$ cat src/rtl/mem_load_store_unit_pkg.sv
// Shared definitions for the MEM-stage load/store sequencer: FSM encoding,
// Funct3 access-size codes, byte-enable patterns and store-formatting helpers.
package mem_load_store_unit_pkg;

    typedef enum logic [1:0] {
        ST_IDLE   = 2'd0,
        ST_ACCESS = 2'd1,
        ST_DONE   = 2'd2,
        ST_ERR    = 2'd3
    } lsu_state_e;

    localparam logic [2:0] F3_B  = 3'b000;
    localparam logic [2:0] F3_H  = 3'b001;
    localparam logic [2:0] F3_W  = 3'b010;
    localparam logic [2:0] F3_BU = 3'b100;
    localparam logic [2:0] F3_HU = 3'b101;

    localparam logic [3:0] BE_BYTE = 4'b0001;
    localparam logic [3:0] BE_HALF = 4'b0011;
    localparam logic [3:0] BE_WORD = 4'b1111;

    // Undefined size codes are rejected through the same path as misalignment.
    function automatic logic is_misaligned(input logic [2:0] f3, input logic [1:0] lane);
        logic bad;
        case (f3)
            F3_B, F3_BU: bad = 1'b0;
            F3_H, F3_HU: bad = lane[0];
            F3_W:        bad = (lane != 2'b00);
            default:     bad = 1'b1;
        endcase
        return bad;
    endfunction

    function automatic logic [3:0] store_byte_en(input logic [2:0] f3, input logic [1:0] lane);
        logic [3:0] be;
        case (f3[1:0])
            2'b00:   be = BE_BYTE << lane;
            2'b01:   be = BE_HALF << {lane[1], 1'b0};
            default: be = BE_WORD;
        endcase
        return be;
    endfunction

    function automatic logic [31:0] store_wdata(input logic [2:0] f3, input logic [31:0] wd);
        logic [31:0] lanes;
        case (f3[1:0])
            2'b00:   lanes = {4{wd[7:0]}};
            2'b01:   lanes = {2{wd[15:0]}};
            default: lanes = wd;
        endcase
        return lanes;
    endfunction

endpackage

$ cat src/rtl/mem_load_store_unit_load_extend_unit.sv
// Combinational lane extraction and sign/zero extension of a returned bus word
// into the eight load-result mux candidates.
module load_extend_unit
    import mem_load_store_unit_pkg::*;
(
    input  logic [31:0]       rdata_i,
    input  logic [1:0]        lane_i,
    output logic [7:0][31:0]  data_o
);

    logic [7:0]  byte_s;
    logic [15:0] half_s;

    // Select the addressed byte and halfword, then form each candidate.
    always_comb begin
        case (lane_i)
            2'd0:    byte_s = rdata_i[7:0];
            2'd1:    byte_s = rdata_i[15:8];
            2'd2:    byte_s = rdata_i[23:16];
            2'd3:    byte_s = rdata_i[31:24];
            default: byte_s = 8'h00;
        endcase
        if (lane_i[1]) begin
            half_s = rdata_i[31:16];
        end else begin
            half_s = rdata_i[15:0];
        end
        data_o    = '0;
        data_o[0] = {{24{byte_s[7]}}, byte_s};
        data_o[1] = {{16{half_s[15]}}, half_s};
        data_o[2] = rdata_i;
        data_o[4] = {24'h000000, byte_s};
        data_o[5] = {16'h0000, half_s};
    end

endmodule

$ cat src/rtl/mem_load_store_unit.sv
// MEM-stage load/store sequencer: accepts one op, runs a byte-enabled bus
// transaction with timeout, and registers extended load candidates for the mux.
module mem_load_store_unit
    import mem_load_store_unit_pkg::*;
#(
    parameter int ADDR_BITS      = 32,
    parameter int TIMEOUT_CYCLES = 255
) (
    input  logic                 clk,
    input  logic                 reset,
    input  logic                 Req_Valid,
    input  logic                 Mem_Read,
    input  logic                 Mem_Write,
    input  logic [2:0]           Funct3,
    input  logic [ADDR_BITS-1:0] Address,
    input  logic [31:0]          Write_Data,
    output logic                 Req_Ready,
    output logic                 Stall,
    output logic                 Bus_Req,
    output logic                 Bus_We,
    output logic [ADDR_BITS-1:0] Bus_Addr,
    output logic [3:0]           Bus_Byte_En,
    output logic [31:0]          Bus_Wdata,
    input  logic                 Bus_Ack,
    input  logic [31:0]          Bus_Rdata,
    output logic [31:0]          Data_0,
    output logic [31:0]          Data_1,
    output logic [31:0]          Data_2,
    output logic [31:0]          Data_3,
    output logic [31:0]          Data_4,
    output logic [31:0]          Data_5,
    output logic [31:0]          Data_6,
    output logic [31:0]          Data_7,
    output logic [2:0]           Selector,
    output logic                 Result_Valid,
    output logic                 Misalign_Error,
    output logic                 Bus_Error
);

    localparam logic [15:0] TMO_LAST = 16'(TIMEOUT_CYCLES - 1);

    lsu_state_e              state_q, state_d;
    logic [15:0]             cnt_q, cnt_d;
    logic [ADDR_BITS-1:0]    addr_q;
    logic [2:0]              f3_q;
    logic                    store_q;
    logic [3:0]              be_q;
    logic [31:0]             wdata_q;
    logic                    err_bus_q;
    logic [7:0][31:0]        data_q;
    logic [2:0]              sel_q;

    logic                    accept_s;
    logic                    store_s;
    logic                    misalign_s;
    logic                    load_cap_s;
    logic                    timeout_s;
    logic [7:0][31:0]        ext_s;

    assign accept_s   = (state_q == ST_IDLE) && Req_Valid && (Mem_Read || Mem_Write);
    assign store_s    = Mem_Write && !Mem_Read;
    assign misalign_s = is_misaligned(Funct3, Address[1:0]);

    load_extend_unit u_extend (
        .rdata_i (Bus_Rdata),
        .lane_i  (addr_q[1:0]),
        .data_o  (ext_s)
    );

    // Next-state logic; the wait counter is zeroed on accept and the last
    // ACCESS cycle still honours an ack ahead of the timeout.
    always_comb begin
        state_d    = state_q;
        cnt_d      = cnt_q;
        load_cap_s = 1'b0;
        timeout_s  = 1'b0;
        case (state_q)
            ST_IDLE: begin
                if (accept_s) begin
                    cnt_d = 16'd0;
                    if (misalign_s) begin
                        state_d = ST_ERR;
                    end else begin
                        state_d = ST_ACCESS;
                    end
                end else begin
                    state_d = ST_IDLE;
                end
            end
            ST_ACCESS: begin
                if (Bus_Ack) begin
                    state_d    = ST_DONE;
                    load_cap_s = !store_q;
                end else if (cnt_q >= TMO_LAST) begin
                    state_d   = ST_ERR;
                    timeout_s = 1'b1;
                end else begin
                    cnt_d = cnt_q + 16'd1;
                end
            end
            ST_DONE: state_d = ST_IDLE;
            ST_ERR:  state_d = ST_IDLE;
            default: state_d = ST_IDLE;
        endcase
    end

    // State and wait counter.
    always_ff @(posedge clk or negedge reset) begin
        if (!reset) begin
            state_q <= ST_IDLE;
            cnt_q   <= 16'd0;
        end else begin
            state_q <= state_d;
            cnt_q   <= cnt_d;
        end
    end

    // Op capture on accept; byte enables and lane data are formed here so
    // the bus sees them stable for the whole ACCESS phase.
    always_ff @(posedge clk or negedge reset) begin
        if (!reset) begin
            addr_q    <= '0;
            f3_q      <= 3'd0;
            store_q   <= 1'b0;
            be_q      <= 4'd0;
            wdata_q   <= 32'd0;
            err_bus_q <= 1'b0;
        end else if (accept_s) begin
            addr_q    <= Address;
            f3_q      <= Funct3;
            store_q   <= store_s;
            be_q      <= store_s ? store_byte_en(Funct3, Address[1:0]) : BE_WORD;
            wdata_q   <= store_s ? store_wdata(Funct3, Write_Data) : 32'd0;
            err_bus_q <= 1'b0;
        end else if (timeout_s) begin
            err_bus_q <= 1'b1;
        end
    end

    // Load candidates and selector change only on a successful load.
    always_ff @(posedge clk or negedge reset) begin
        if (!reset) begin
            data_q <= '0;
            sel_q  <= 3'd0;
        end else if (load_cap_s) begin
            data_q <= ext_s;
            sel_q  <= f3_q;
        end
    end

    assign Req_Ready      = (state_q == ST_IDLE);
    assign Stall          = accept_s || (state_q == ST_ACCESS) || (state_q == ST_ERR);
    assign Bus_Req        = (state_q == ST_ACCESS);
    assign Bus_We         = (state_q == ST_ACCESS) && store_q;
    assign Bus_Addr       = {addr_q[ADDR_BITS-1:2], 2'b00};
    assign Bus_Byte_En    = be_q;
    assign Bus_Wdata      = wdata_q;
    assign Result_Valid   = (state_q == ST_DONE) || (state_q == ST_ERR);
    assign Misalign_Error = (state_q == ST_ERR) && !err_bus_q;
    assign Bus_Error      = (state_q == ST_ERR) && err_bus_q;

    assign Data_0   = data_q[0];
    assign Data_1   = data_q[1];
    assign Data_2   = data_q[2];
    assign Data_3   = data_q[3];
    assign Data_4   = data_q[4];
    assign Data_5   = data_q[5];
    assign Data_6   = data_q[6];
    assign Data_7   = data_q[7];
    assign Selector = sel_q;

endmodule

$ cat config.mk
export PLATFORM = sky130hd
export DESIGN_NAME = mem_load_store_unit
export DESIGN_NICKNAME = d
export VERILOG_FILES = /design/src/rtl/mem_load_store_unit_pkg.sv /design/src/rtl/mem_load_store_unit_load_extend_unit.sv /design/src/rtl/mem_load_store_unit.sv
export SDC_FILE = /design/constraint.sdc
export NUM_CORES = 1
export LEC_CHECK = 0
export ABC_AREA = 1
export ABC_CLOCK_PERIOD_IN_PS = 2400
export CAP_MARGIN = 0
export CORE_AREA = 2 2 169 171
export CTS_CLUSTER_SIZE = 40
export DETAILED_ROUTE_END_ITERATION = 16
export DIE_AREA = 0 0 171 173
export HOLD_SLACK_MARGIN = 0.15
export SYNTH_ARGS = -nofsm -noshare
export SYNTH_HDL_FRONTEND = slang
export SYNTH_SLANG_ARGS = --single-unit
export TNS_END_PERCENT = 100
$ cat constraint.sdc
create_clock -name clk -period 2.4 [get_ports clk]
set_input_delay 0.48 -clock clk [delete_from_list [all_inputs] [get_ports clk]]
set_output_delay 0.48 -clock clk [all_outputs]
set_load 0.05 [all_outputs]
==> metrics.yaml, run 1 <==
sta:
  slew_viol_final: 0
  timing.final.crit_share: 0.932
  tightestPinTransition_ps: 730
  max_freq_mhz: 447
  finalSetupViolations: 0
  finalClockSkew_ps: 10.2
  relSlewSlack: 0.513
  hold_viol_final: 0
  rsz0062_at_grt: "no"
  whs_ps: 478
  period_minus_slack_ps: 2240
  timing.setup.tns_ps: 0
layout:
  final_cell_mix: "nand2_1, clkdlybuf4s50_1, dfrtp_1"
  finalNetCount: 1347
  synthToLayoutAreaGrowth_pct: 34.0
  diodes: 0
  fillers: 2834
  final_common_cell: "nand2_1"
  multiInputGateArea_um2: 2930
  drive_gt1_frac: 0.0886
  area.sequential_um2: 3750
setup_path:
  slowest_delay_ps: 870
  startpoint_type: "register"
  critical-path-top-delay-family: "buffers and inverters"
  critPathSlowestCell: "clkdlybuf4s50_1"
  cp_max_fo: 5
  worstSetupEndpointType: "output port"
  cp.arrival_ps: 1760
  crit_start: "state_q[1]"
  worstPathRequired_ps: 1920
  reg2reg_from: "state_q[1]"
  path_cells: "clkdlybuf4s50_1"
  worst-setup-path-type: "register to output port"
  worst-path-buf-inv: 1
synthesis:
  yosysUniqueCellTypes: 30
  syn_inst: 1032
  synth_area_um2: 8280
  synth_ff_type: "dfrtp_1"
  synth_edf_count: 0
  yosysTopAreaCell: "dfrtp_1"
  ys_top_cells_by_area: "dfrtp_1, buf_4, nand2_1"
  yosysTopAreaCellShare: 0.453
  yosysSeqAreaShare: 0.453
  ys_warn_count: 0
  async_flop_share: 1.00
  ys_seq_elements: 150
  synth.avg_cell_area_um2: 8.02
detailed_routing:
  routed_wirelength_um: 23900
  drt_iter0_drc: 329
  drc: 0
  vias: 6601
  vias_per_cell: 4.05
  wl_per_cell_um: 14.7
  postRouteAntennaNets: 0
  first_pass_iters: 4
status:
  status: "complete, no violations"
place:
  routabilityCongestion: 0.824
  dp_hpwl_um: 18000
  portBuffers: 300
clock_network:
  cts_buffer_depth: 2
  htree_num_levels: 4
  root_buffer: "clkbuf_16"
  clock-sinks: 150
  clkSlewWorstSetupHoldPaths_ps: 60
  cts_buffers: 17
  clock_latency_ps: 410
  cts_tree: "yes"
power_and_ir_drop:
  irDropWorstVdd_v: 0.000594
  seqPwrFrac: 0.237
  swShare: 0.541
  comb_power_share: 0.606
  leakage_uw: 0.00548
  power_frac_clock: 0.157
  internal_power_uw: 8190
  switchingPower_uw: 9640
  p_per_area_nw_per_um2: 1610
global_routing:
  track_usage: 0.158
  grt-ovfl-total: 0
  grt_start_max_net_pins: 67
  first_global_vias: 6163
  grt_pass1_wl_um: 36200
  antenna_found_initial: 0
die:
  coreArea_um2: 27600
  rows: 61
  die_w_um: 171
  die_y_um: 173
  initial_core_util: 0.300
  io_pins: 439
  dieArea_um2: 29600
min_path:
  min_from: "addr_q[15]"
  hold_class: "register to register"
flow_run:
  drv_cap: 0
## final cells by class
class | count | share of cell area
multi-input cells | 694 | 0.265
flip-flops and latches | 150 | 0.338
clock inverters | 13 | 0.0152
well taps | 378 | 0.0426
clock buffers | 19 | 0.0390
repair buffers | 320 | 0.281
inverters | 57 | 0.0193
## layer usage
layer  share of wire  vias up  track usage
met4           0.012        0       0.0410
met2            0.49      244        0.266
met5               0        -            0
met1            0.43     3089        0.202
li1                -     3251            -
met3           0.066       17       0.0373
## cell usage after synthesis, types with 9 or more instances
library cell,number
o21ai_0,27
o21ai_1,30
dfrtp_1,150
clkbuf_1,13
inv_1,52
nor2_1,58
or2_2,16
buf_4,234
nand3_1,9
nand2_1,350
buf_2,20
a21oi_1,23
o22ai_1,10
## state kept, by name, summed over array words and instances, names as in the netlist
name	cells
Bus_Byte_En	4
Bus_Wdata	32
Data_2	32
Data_4	8
Data_5	16
Selector	3
addr_q	32
cnt_q	16
err_bus_q	1
f3_q	3
state_q	2
store_q	1
## timing repair
item / CTS / global route
setup endpoints to repair: 19 / 0
resized for setup: 19 / 0
setup buffers: 0 / 0
hold buffers: 1 / 0
endpoints found under the hold margin: 48 / 0
## power by group through the flow
stage	Combinational (µW)	Clock, µW	Sequential (µW)
floorplan	6270	0	6350
global placement	10900	0	4260
detailed placement	11000	0	4280
CTS	10900	2890	4250
global route	11300	3000	4380
finish	10800	2800	4230
## per-stage QoR
stage          cells  utilization  worst slack (ps)  instance area, µm²  power [µW]
6_report        1631        0.401               163               11100       17800
5_1_grt         1631        0.401              71.1               11100       18700
4_1_cts         1631        0.401               134               11100       18000
3_5_place_dp    1598        0.380               179               10500       15300
3_3_place_gp    1598        0.380               193               10500       15200
2_1_floorplan   1169            -               129                8790       12600
## worst reg2reg max path, stage by stage, from the launching register on
cell	delay, ps
dfrtp_1	460
nor2_2	230
nand3_4	230
nand2_4	170
inv_2	50
a21oi_2	370
nand2_1	100
nand2_1	70
## path summary, 6_finish.rpt
kind	cells past startpoint	end	slack, ps
worst max-delay path	1	Result_Valid	160
worst min-delay path	2	addr_q[15]	480
worst max register to register	7	cnt_q[6]	660
worst min register to register	2	addr_q[15]	480
max in group asynchronous	3	addr_q[23]	1130
min in group asynchronous	2	Bus_Wdata[22]	590
## logic make-up (layout without fill, tap and decap cells)
family | Yosys count | count (layout) | synth area share
buffers and inverters | 325 | 409 | 0.256
AND/OR/NAND/NOR | 444 | 444 | 0.212
other | 1 | 138 | 0.000453
AO/OA/AOI/OAI | 108 | 108 | 0.0727
XOR/XNOR | 2 | 2 | 0.00212
flip-flops | 150 | 150 | 0.453
adder cells (fa/ha/maj) | 2 | 2 | 0.00302
(Power assumes the default switching activity.)
==> run 2: changes to the inputs <==
SLEW_MARGIN = 20   (was not set)
==> results of run 2 <==
The final DEF is identical to that of run 1; final timing and power are the same.
